File: src/rtl/torq_calc_mc.sv
// torq_calc_mc: multi-channel Iq*Kt torque stream with round/saturate, optional
// per-channel averaging and a credit-controlled first-word-fall-through output FIFO.
module torq_calc_mc #(
   parameter int DATA_W     = 16,
   parameter int COEF_W     = 18,
   parameter int FRAC_BITS  = 15,
   parameter int OUT_W      = 16,
   parameter int NUM_CH     = 4,
   parameter int AVG_LOG2   = 2,
   parameter int FIFO_DEPTH = 8,
   localparam int CH_W      = $clog2(NUM_CH)
) (
   input  logic                     aclk,
   input  logic                     areset,
   input  logic                     cfg_we,
   input  logic [CH_W-1:0]          cfg_ch,
   input  logic signed [COEF_W-1:0] cfg_kt,
   input  logic                     cfg_avg_en,
   input  logic                     sat_clr,
   input  logic                     s_axis_tvalid,
   output logic                     s_axis_tready,
   input  logic signed [DATA_W-1:0] s_axis_tdata,
   input  logic [CH_W-1:0]          s_axis_tuser,
   input  logic                     s_axis_tlast,
   output logic                     m_axis_tvalid,
   input  logic                     m_axis_tready,
   output logic signed [OUT_W-1:0]  m_axis_tdata,
   output logic [CH_W-1:0]          m_axis_tuser,
   output logic                     m_axis_tlast,
   output logic                     sat_flag,
   output logic                     ch_err
);
   localparam int PW = DATA_W + COEF_W;
   localparam int AW = OUT_W + AVG_LOG2;
   localparam int FA = $clog2(FIFO_DEPTH);
   localparam int EW = OUT_W + CH_W + 1;
   localparam logic signed [PW:0] MAXV = (PW+1)'(2**(OUT_W-1) - 1);
   localparam logic signed [PW:0] MINV = -MAXV - 1;

   logic signed [COEF_W-1:0] kt [NUM_CH];
   logic signed [AW-1:0]     acc [NUM_CH];
   logic [AVG_LOG2-1:0]      cnt [NUM_CH];
   logic [NUM_CH-1:0]        lor;
   logic [EW-1:0]            mem [FIFO_DEPTH];
   logic [FA-1:0]            wp, rp;
   logic [FA:0]              fcnt, fcnt_n;
   logic [1:0]               infl_n;
   logic                     v1, v2, v3, l1, l2, l3, avg3, avg_q, rdy;
   logic [CH_W-1:0]          c1, c2, c3;
   logic signed [DATA_W-1:0] iq1;
   logic signed [COEF_W-1:0] kt1;
   logic signed [PW-1:0]     p2;
   logic signed [PW:0]       pr, rs;
   logic signed [OUT_W-1:0]  r2, r3;
   logic signed [AW-1:0]     sum, avg_sh;
   logic                     take, ok_ch, v1_n, hi, lo, fin, push, pop, tog, rdy_n;
   logic [EW-1:0]            din;

   assign take   = s_axis_tvalid && s_axis_tready;
   assign ok_ch  = int'(s_axis_tuser) < NUM_CH;
   assign v1_n   = take && ok_ch;
   assign pr     = $signed({p2[PW-1], p2}) + (PW+1)'(2**(FRAC_BITS-1));
   assign rs     = pr >>> FRAC_BITS;
   assign hi     = rs > MAXV;
   assign lo     = rs < MINV;
   assign r2     = hi ? MAXV[OUT_W-1:0] : lo ? MINV[OUT_W-1:0] : rs[OUT_W-1:0];
   // The last sample of a window is the one that finds the count saturated at all ones.
   assign fin    = avg3 && cnt[c3] == '1;
   assign sum    = acc[c3] + AW'(r3);
   assign avg_sh = sum >>> AVG_LOG2;
   assign push   = v3 && (!avg3 || fin);
   assign pop    = m_axis_tvalid && m_axis_tready;
   assign din    = {avg3 ? avg_sh[OUT_W-1:0] : r3, c3, avg3 ? (lor[c3] | l3) : l3};
   assign tog    = cfg_avg_en ^ avg_q;
   assign fcnt_n = fcnt + (FA+1)'(push) - (FA+1)'(pop);
   assign infl_n = 2'(v1_n) + 2'(v1) + 2'(v2);
   // Every in-flight sample holds a FIFO slot, so the FIFO can never overflow.
   assign rdy_n  = (FA+2)'(fcnt_n) + (FA+2)'(infl_n) < (FA+2)'(FIFO_DEPTH);

   assign s_axis_tready = rdy;
   assign m_axis_tvalid = fcnt != '0;
   assign {m_axis_tdata, m_axis_tuser, m_axis_tlast} = m_axis_tvalid ? mem[rp] : '0;

   always_ff @(posedge aclk or posedge areset)
      if (areset) begin
         rdy <= 1'b0;
         {v1, v2, v3, l1, l2, l3, avg3, avg_q, sat_flag, ch_err} <= '0;
         {c1, c2, c3, iq1, kt1, p2, r3, wp, rp, fcnt, lor} <= '0;
         for (int i = 0; i < NUM_CH; i++) begin
            kt[i]  <= '0;
            acc[i] <= '0;
            cnt[i] <= '0;
         end
      end else begin
         rdy <= rdy_n;
         if (cfg_we && int'(cfg_ch) < NUM_CH) kt[cfg_ch] <= cfg_kt;
         v1 <= v1_n;
         if (v1_n) begin
            iq1 <= s_axis_tdata;
            kt1 <= kt[s_axis_tuser];
            c1  <= s_axis_tuser;
            l1  <= s_axis_tlast;
         end
         v2 <= v1;
         p2 <= PW'(iq1) * PW'(kt1);
         c2 <= c1;
         l2 <= l1;
         v3 <= v2;
         r3 <= r2;
         c3 <= c2;
         l3 <= l2;
         avg3 <= cfg_avg_en;
         avg_q <= cfg_avg_en;
         sat_flag <= (sat_flag && !sat_clr) || (v2 && (hi || lo));
         ch_err <= (ch_err && !sat_clr) || (take && !ok_ch);
         if (tog) begin
            lor <= '0;
            for (int i = 0; i < NUM_CH; i++) begin
               acc[i] <= '0;
               cnt[i] <= '0;
            end
         end else if (v3 && avg3) begin
            acc[c3] <= fin ? '0 : sum;
            cnt[c3] <= cnt[c3] + AVG_LOG2'(1);
            lor[c3] <= !fin && (lor[c3] || l3);
         end
         if (push) wp <= wp + FA'(1);
         if (pop) rp <= rp + FA'(1);
         fcnt <= fcnt_n;
      end

   always_ff @(posedge aclk)
      if (push) mem[wp] <= din;
endmodule
File: config.mk
export PLATFORM = sky130hd
export DESIGN_NAME = torq_calc_mc
export DESIGN_NICKNAME = d
export VERILOG_FILES = /design/src/rtl/torq_calc_mc.sv
export SDC_FILE = /design/constraint.sdc
export NUM_CORES = 1
export LEC_CHECK = 0
export ABC_AREA = 1
export CAP_MARGIN = 20
export CORE_AREA = 2 2 234 236
export CTS_CLUSTER_SIZE = 14
export DETAILED_ROUTE_END_ITERATION = 16
export DIE_AREA = 0 0 236 238
export PLACE_DENSITY = 0.78
export SLEW_MARGIN = 20
export SYNTH_ARGS = -nofsm -noshare
export SYNTH_HDL_FRONTEND = slang
export SYNTH_SLANG_ARGS = --single-unit
export TNS_END_PERCENT = 5
File: constraint.sdc
create_clock -name aclk -period 10.1 [get_ports aclk]
set_clock_uncertainty 0.2 [all_clocks]
set_input_delay 1.515 -clock aclk [delete_from_list [all_inputs] [get_ports aclk]]
set_output_delay 1.515 -clock aclk [all_outputs]
set_load 0.005 [all_outputs]
After elaboration in Yosys (flattened, before gate mapping):

Memory sizes are Yosys's and may differ from the RTL's.
Cells that the tools add are included.

* add/sub/neg operators: 10
* multiply operators: 1
* $lt $le $gt $ge: 10
* eq/ne operators: 1
* mux-type cells: 37
* bitwise gates (word level): 5
* reduce and logical (&&, ||, !) cells: 21

Operators with widths (count)
* bitwise mux 72 bit: 2
* 2-to-1 mux 72 bit: 2
* 2-to-1 mux 18 bit: 7
* binary-select mux 18 bit (select 2 bit): 2
* demux 18 bit (select 2 bit): 2
* 2-to-1 mux 16 bit: 3
* adder 34 x 16 -> 35 bit, second input constant: 1
* multiplier 16 x 18 -> 34 bit: 1
* > comparator 20 x 16 -> 1 bit, second input constant: 1
* < comparator 20 x 16 -> 1 bit, second input constant: 1
* 2-to-1 mux 19 bit: 1
* adder 18 x 16 -> 18 bit: 1
* 2-to-1 mux 8 bit: 2
* logical AND 1 bit: 12
* >= comparator 3 bit, second input constant: 3
* inverter 2 -> 3 bit: 3
* bitwise mux 8 bit: 1
* 2-to-1 mux 4 bit: 2
* adder 3 x 1 -> 3 bit, second input constant: 2
* < comparator 3 x 1 -> 1 bit, second input constant: 2
* 2-to-1 mux 2 bit: 3
* adder 4 x 2 -> 5 bit: 1
* < comparator 5 x 4 -> 1 bit, second input constant: 1
* 2-to-1 mux 1 bit: 5
* 19 further kinds: 24

* register bits after elaboration: 266
* bits in writable memories: 152
* input bits: 46
* output and inout port bits: 23
* logic and storage cells: 119
* memories kept: 1

Memory list
* mem: depth 8, width 19, rd ports 1, clocked after Yosys merged registers in 0, write ports 1, line 44 `logic [EW-1:0] mem [FIFO_DEPTH];`

Logic depth before layout (Yosys ltp):

Gate-level depths: netlist (run 1).

* depth after elaboration: 12
* depth in mapped cells: 27

Worst setup path after synthesis (run 1):

OpenSTA, ideal clock, no wires.

* path kind: register to register
* start: reg kt1[17]
* end: reg p2[28]
* library setup time: 0.131 ns
* arrival time: 5.518 ns
* data required time: 9.769 ns
* setup slack: 4.251 ns
* stages on the path, launching flop included: 22
* cells stage by stage: dfrtp_1 clkbuf_1 clkbuf_1 nand2_1 fa_1 inv_1 fa_1 inv_1 fa_1 fa_1 inv_1 fa_1 inv_1 fa_1 inv_1 ha_1 a21oi_1 o21a_1 o21ai_0 a21oi_1 o21ai_0 xor2_1

* longest elaborated chain between the ends: 1

Ends and longest elaborated chain
* start, declared: line 51 `logic signed [COEF_W-1:0] kt1;`
* start signal, assigned: line 100 `kt1 <= kt[s_axis_tuser];`
* multiplier 16 x 18 -> 34 bit: line 105 `p2 <= PW'(iq1) * PW'(kt1);`
* end signal, assigned: line 105
* end, declared: line 52 `logic signed [PW-1:0] p2;`

Every way passes these cells.
A chain may end at the register's enable or synchronous reset.

Worst setup path in the final report (run 1):

* start: reg iq1[4]
* end: reg p2[28]

* longest elaborated chain between the ends: 1

Ends and longest elaborated chain
* start, declared: line 50 `logic signed [DATA_W-1:0] iq1;`
* start signal, assigned: line 99 `iq1 <= s_axis_tdata;`
* multiplier 16 x 18 -> 34 bit: line 105

Every way passes these cells.

==> run summary, run 1 <==
Die W = 236 um
Area delta synth->final = 9.236%
Tot GR Track Use = 26.11%
CP Launch Type = flop
MaxCap Viol Count = 0
Clk Latency, worst-skew pair = 0.59 ns
Worst EP required = 10.40 ns
Top layer in use = met4
Worst-Margin Slew = 1.131 ns
Unrepaired setup endpoints after global routing = no
FF-to-FF path depth = 20
Pre-CTS setup slack = 3.796 ns
Post-synth EDFFs = 152
Routed wire length = 69,790 um
Period utilisation layout = 62.96%
Commonest non-fill, non-tap cell in the layout = nand2_1
Final WS setup = 3.742 ns
Final #Nets = 3,797
Ratio of cells with drive above 1 in the final layout = 4.169%
Setup tns final = 0 ns
Vias after detailed routing = 22,285
WP data arrival = 6.65 ns
Netlist Area Pre-Place = 29,100 um^2
First-pass GRT wire length = 117,100 um
Post-synth top flop = dfrtp_1
Post-CTS sizing = 0
Hold WS = 0.1574 ns
Sequential element share of the synthesized area = 37.36%
Setup violations, final = 0
# diodes = 0
Clock root buffer = clkbuf_16
Total gr overflow = 0
Metal3 WL = 4374 um
R2r setup slk = 3.74 ns
Routed wl met2 = 34,300 um
Buffers on Ports = 68
DRT antenna net count = 0
Number of global-route vias before repair = 22,740
WL met1 = 28,040 um
Num CTS Buffers = 43
Yosys warnings = 0
Minimum clock period = 6.358 ns
Final hold viol count = 0
Relative slew margins = 24.49%
Wire per inst = 17.11 um
Core footprint = 53,500 um^2
Netlist cell types = 48
Setup bufs post-CTS = 0
#FFs+latches synth = 404
Final Util = 59.42%
I/O pin cnt = 69
Hold path depth = 0
Hold-fix buffers, CTS = 0
RR Endpoint = p2[28]$_DFF_PP0_
Slew Limit Fails = 0
Chip Height = 238 um
Initial Utilization = 54.39%
HPWL after DPL = 50,230 um
Max clock buf depth = 3
Gpl congestion = 0.9465
CTS clk-pin slew, worst paths = 0.06 ns
Max Freq = 0.1573 GHz
FILL cells = 4,478
CP max FO = 19
Iteration count of the initial detailed-routing pass = 7
Worst hold start = c2[0]$_DFF_PP0_
Commonest cells after routing, fill and taps aside = nand2_1, inv_1, fa_1, o21ai_0, nor2_1
DR vias/cell = 5.465
Outcome = finished, final reports clean
Worst Hold End = c3[0]$_DFF_PP0_
Syn avg cell area = 8.660 um^2
Largest net degree at the start of global routing = 119
Initial antenna violation count = 0
H-Tree Depth = 2
Hold Path Class = flop to flop
Remaining DRCs = 0
Die area = 56,170 um^2
Gate Count Post-Synth = 3,360
Worst R2R Start = iq1[4]$_DFFE_PP0P_
Crit end category = flop
WS Path Type = flop to flop
1st-iter DRT viols = 1,783
Rows = 85
Sink Count = 404
CTS tree = done
Syn_nets = 3,808
Ys async rst share = 62.38%
## cells by family after synthesis
group,synth area share (%)
AOI/OAI and AO/OA,9.297
xor gates and xnor gates,1.174
adders and majority gates,24.82
buffers and inverters,10.20
and+or+nand+nor,17.16
DFF,37.36
## synth_stat cells (2+ instances only)
cell | instances | area (um^2)
o21ai_0 | 282 | 1411
nor3_1 | 13 | 65.06
xnor2_1 | 8 | 70.07
nand3b_1 | 6 | 45.04
a22oi_1 | 19 | 142.6
a31oi_1 | 28 | 175.2
o22ai_1 | 56 | 350.3
ha_1 | 110 | 1376
buf_1 | 8 | 30.03
o221ai_1 | 12 | 105.1
fa_1 | 292 | 5846
or2_2 | 9 | 56.30
inv_2 | 3 | 11.26
nor4_1 | 2 | 12.51
a21oi_1 | 57 | 285.3
nand3_2 | 4 | 40.04
nor2_4 | 2 | 22.52
o21ai_1 | 2 | 10.01
buf_2 | 7 | 35.03
nor2_2 | 7 | 43.79
o21bai_1 | 9 | 67.56
a211oi_1 | 2 | 15.01
nor2_1 | 288 | 1081
clkbuf_1 | 132 | 495.5
a21o_1 | 4 | 30.03
nand3_1 | 97 | 485.5
edfxtp_1 | 152 | 4564
inv_1 | 628 | 2357
nand2_1 | 800 | 3003
nand4_1 | 11 | 68.82
dfrtp_1 | 252 | 6306
xor2_1 | 31 | 271.5
nand2_2 | 6 | 37.54
o211ai_1 | 3 | 22.52
o21a_1 | 5 | 37.54
## routing by layer
metal	vias to the layer above	GRT usage [%]
met5	-	0
li1	10408	-
met3	173	3.262
met2	813	44.23
met4	0	11.54
met1	10891	33.99
## worst max-delay path: stages (launching register included)
cell	delay (ns)
dfrtp_1	0.74
nand2_1	0.23
fa_1	0.63
inv_1	0.07
fa_1	0.75
inv_1	0.15
fa_1	0.44
fa_1	0.56
inv_1	0.06
fa_1	0.47
inv_1	0.05
fa_1	0.53
inv_1	0.04
ha_1	0.36
nand2_1	0.12
inv_1	0.09
nand3_1	0.11
nor2_1	0.15
nand3_1	0.09
o21ai_0	0.26
xor2_1	0.17
## per-stage QoR
step | std cells | cell area, um^2
final | 4078 | 31790
after global routing | 4078 | 31790
after CTS | 4077 | 31760
after detailed placement | 3999 | 30330
after global placement | 3996 | 30250
after floorplan | 3360 | 29100
## flip-flops by register name, summed over array words and instances (netlist names), 4 cells and up
signal	flops
p2	20
r3	16
cnt	8
iq1	16
kt	72
acc	72
lor	4
kt1	18
mem	152
fcnt	4
## area by class of cell
cell class	instances	area, um^2	share of cell area [%]
Timing Repair Buffer	94	930.9	2.929
Clock inverter	23	287.8	0.9054
Multi-Input combinational cell	2174	15300	48.15
Tap cell	696	870.8	2.740
Inverter	632	2380	7.487
Clock buffer	55	1141	3.590
Sequential cell	404	10870	34.20
## worst max-delay path by stage
stage	from	to	cells past startpoint	slack, ns
floorplan	areset	acc[0]$_DFFE_PP0P_	1	1.46
global placement	iq1[4]$_DFFE_PP0P_	p2[28]$_DFF_PP0_	20	3.90
detailed placement	iq1[4]$_DFFE_PP0P_	p2[28]$_DFF_PP0_	20	3.80
CTS	iq1[4]$_DFFE_PP0P_	p2[28]$_DFF_PP0_	20	3.75
global route	iq1[1]$_DFFE_PP0P_	p2[28]$_DFF_PP0_	20	3.28
finish	iq1[4]$_DFFE_PP0P_	p2[28]$_DFF_PP0_	20	3.74
Power of run 1 is left out: the tool's default activity adds up to more than one toggle a clock period on the data nets, which glitch-free logic cannot reach.
==> run 2: changes to the inputs <==
==> constraint.sdc (replaced) <==
create_clock -name aclk -period 6.5 [get_ports aclk]
set_clock_uncertainty 0.2 [all_clocks]
set_input_delay 0.975 -clock aclk [delete_from_list [all_inputs] [get_ports aclk]]
set_output_delay 0.975 -clock aclk [all_outputs]
set_load 0.005 [all_outputs]
==> run summary, run 2 (synthesis gave the netlist of run 1 again) <==
Tot GR Track Use = 26.01% (was 26.11%)
Iteration count of the initial detailed-routing pass = 5 (was 7)
Initial antenna violation count = 0 (unchanged)
1st-iter DRT viols = 1,671 (was 1,783)
DRT antenna net count = 0 (unchanged)
Final hold viol count = 0 (unchanged)
Slew Limit Fails = 0 (unchanged)
Gpl congestion = 0.9371 (was 0.9465)
Minimum clock period = 6.145 ns (was 6.358 ns)
HPWL after DPL = 51,320 um (was 50,230 um)
CP max stage delay = 0.70 ns (was 0.75 ns)
Crit-path cells = buf_4 -> nand2_1 -> fa_1 -> inv_1 -> fa_1 -> inv_1 -> fa_1 -> inv_1 -> fa_1 -> fa_1 -> inv_1 -> fa_1 -> inv_1 -> ha_1 -> nand2_1 -> nor2_1 -> inv_1 -> nor3_1 -> nand3_1 -> o211ai_1 -> nand2_1 -> nand2_1 (was nand2_1 -> fa_1 -> inv_1 -> fa_1 -> inv_1 -> fa_1 -> fa_1 -> inv_1 -> fa_1 -> inv_1 -> fa_1 -> inv_1 -> ha_1 -> nand2_1 -> inv_1 -> nand3_1 -> nor2_1 -> nand3_1 -> o21ai_0 -> xor2_1)
MaxCap Viol Count = 0 (unchanged)
Unrepaired setup endpoints after global routing = no (unchanged)
Vias after detailed routing = 22,404 (was 22,285)
Final WS setup = 0.3549 ns (was 3.742 ns)
Top Family by Delay on Critical Path = adder cells (unchanged)
Post-CTS sizing = 0 (unchanged)
Area delta synth->final = 9.782% (was 9.236%)
CP max FO = 13 (was 19)
Sink Count = 404 (unchanged)
Top reg by flops = mem (unchanged)
Hold path depth = 0 (unchanged)
Ratio of cells with drive above 1 in the final layout = 4.842% (was 4.169%)
Crit end category = flop (unchanged)
Pre-CTS setup slack = 0.2411 ns (was 3.796 ns)
Rows = 85 (unchanged)
Die area = 56,170 um^2 (unchanged)
CTS clk-pin slew, worst paths = 0.06 ns (about the same)
Worst R2R Start = iq1[8]$_DFFE_PP0P_ (was iq1[4]$_DFFE_PP0P_)
R2r setup slk = 0.35 ns (was 3.74 ns)
Remaining DRCs = 0 (unchanged)
Commonest cells after routing, fill and taps aside = nand2_1, inv_1, fa_1, o21ai_0, nor2_1 (unchanged)
Outcome = finished, final reports clean (unchanged)
Setup tns final = 0 ns (unchanged)
Wire per inst = 17.08 um (was 17.11 um)
Final Util = 59.71% (was 59.42%)
Setup bufs post-CTS = 0 (unchanged)
Hold Path Class = flop to flop (unchanged)
WS Path Type = flop to flop (unchanged)
Max stage delay cell, worst path = dfrtp_1 (was fa_1)
H-Tree Depth = 2 (unchanged)
Initial Utilization = 54.39% (unchanged)
Buf/Inv on CP = 7 (was 6)
I/O pin cnt = 69 (unchanged)
WP data arrival = 6.45 ns (was 6.65 ns)
FF-to-FF path depth = 22 (was 20)
Chip Height = 238 um (unchanged)
Total gr overflow = 0 (unchanged)
Worst EP required = 6.81 ns (was 10.40 ns)
Non-Filler Instances = 4,104 (was 4,078)
DR vias/cell = 5.459 (was 5.465)
Inst Count DP = 4,021 (was 3,999)
Period utilisation layout = 94.54% (was 62.96%)
Routed wire length = 70,080 um (was 69,790 um)
Setup violations, final = 0 (unchanged)
CP Launch Type = flop (unchanged)
Top Registers = mem: 152 flops, acc: 72 flops, kt: 72 flops (unchanged)
Relative slew margins = 23.51% (was 24.49%)
# diodes = 0 (unchanged)
Clk Latency, worst-skew pair = 0.58 ns (was 0.59 ns)
Commonest non-fill, non-tap cell in the layout = nand2_1 (unchanged)
Die W = 236 um (unchanged)
RR Endpoint = p2[23]$_DFF_PP0_ (was p2[28]$_DFF_PP0_)
Worst hold start = c2[0]$_DFF_PP0_ (unchanged)
Final #Nets = 3,821 (was 3,797)
Num CTS Buffers = 44 (was 43)
First-pass GRT wire length = 116,700 um (was 117,100 um)
Worst Hold End = c3[0]$_DFF_PP0_ (unchanged)
Max Freq = 0.1627 GHz (was 0.1573 GHz)
CTS tree = done (unchanged)
Buffers on Ports = 68 (unchanged)
Max clock buf depth = 3 (unchanged)
Number of global-route vias before repair = 23,021 (was 22,740)
Core footprint = 53,500 um^2 (unchanged)
Largest net degree at the start of global routing = 126 (was 119)
Largest register FFs = 152 (unchanged)
Worst-Margin Slew = 1.146 ns (was 1.131 ns)
Hold-fix buffers, CTS = 0 (unchanged)
Clock root buffer = clkbuf_16 (unchanged)
[run 2: how the worst max path moves through the flow]
stage | to | from | cells after the start | slack (ns)
5_1_grt | p2[23]$_DFF_PP0_ | iq1[8]$_DFFE_PP0P_ | 22 | 0.01
3_5_place_dp | p2[33]$_DFF_PP0_ | kt1[17]$_DFFE_PP0P_ | 21 | 0.24
2_1_floorplan | p2[28]$_DFF_PP0_ | kt1[17]$_DFFE_PP0P_ | 21 | 0.65
4_1_cts | p2[28]$_DFF_PP0_ | kt1[17]$_DFFE_PP0P_ | 20 | 0.20
3_3_place_gp | p2[29]$_DFF_PP0_ | kt1[17]$_DFFE_PP0P_ | 20 | 0.38
6_report | p2[23]$_DFF_PP0_ | iq1[8]$_DFFE_PP0P_ | 22 | 0.35
[run 2: stage by stage]
step	hold WS, ns	area, um^2
after floorplan	0.1312	29100
after global placement	0.1340	30440
after detailed placement	0.1436	30460
after CTS	0.1551	31900
after global routing	0.1623	31940
final	0.1533	31940
[run 2: final cells by class]
type,instances,area [um^2]
clock buffers,61,1227
clock inverters,20,211.5
fillers,4463,21550
inverters,632,2377
multi-input cells,2174,15300
flip-flops and latches,404,10880
well taps,696,870.8
repair buffers,117,1084
[run 2: metal layers]
metal | GRT usage (%) | share of wire, % | vias to the layer above
met4 | 12.33 | 4.9 | 0
met5 | 0 | 0 | -
met2 | 44.42 | 49 | 835
li1 | - | - | 10469
met1 | 33.05 | 40 | 10899
met3 | 3.459 | 6.6 | 201
Power of run 2 is left out for the same reason.
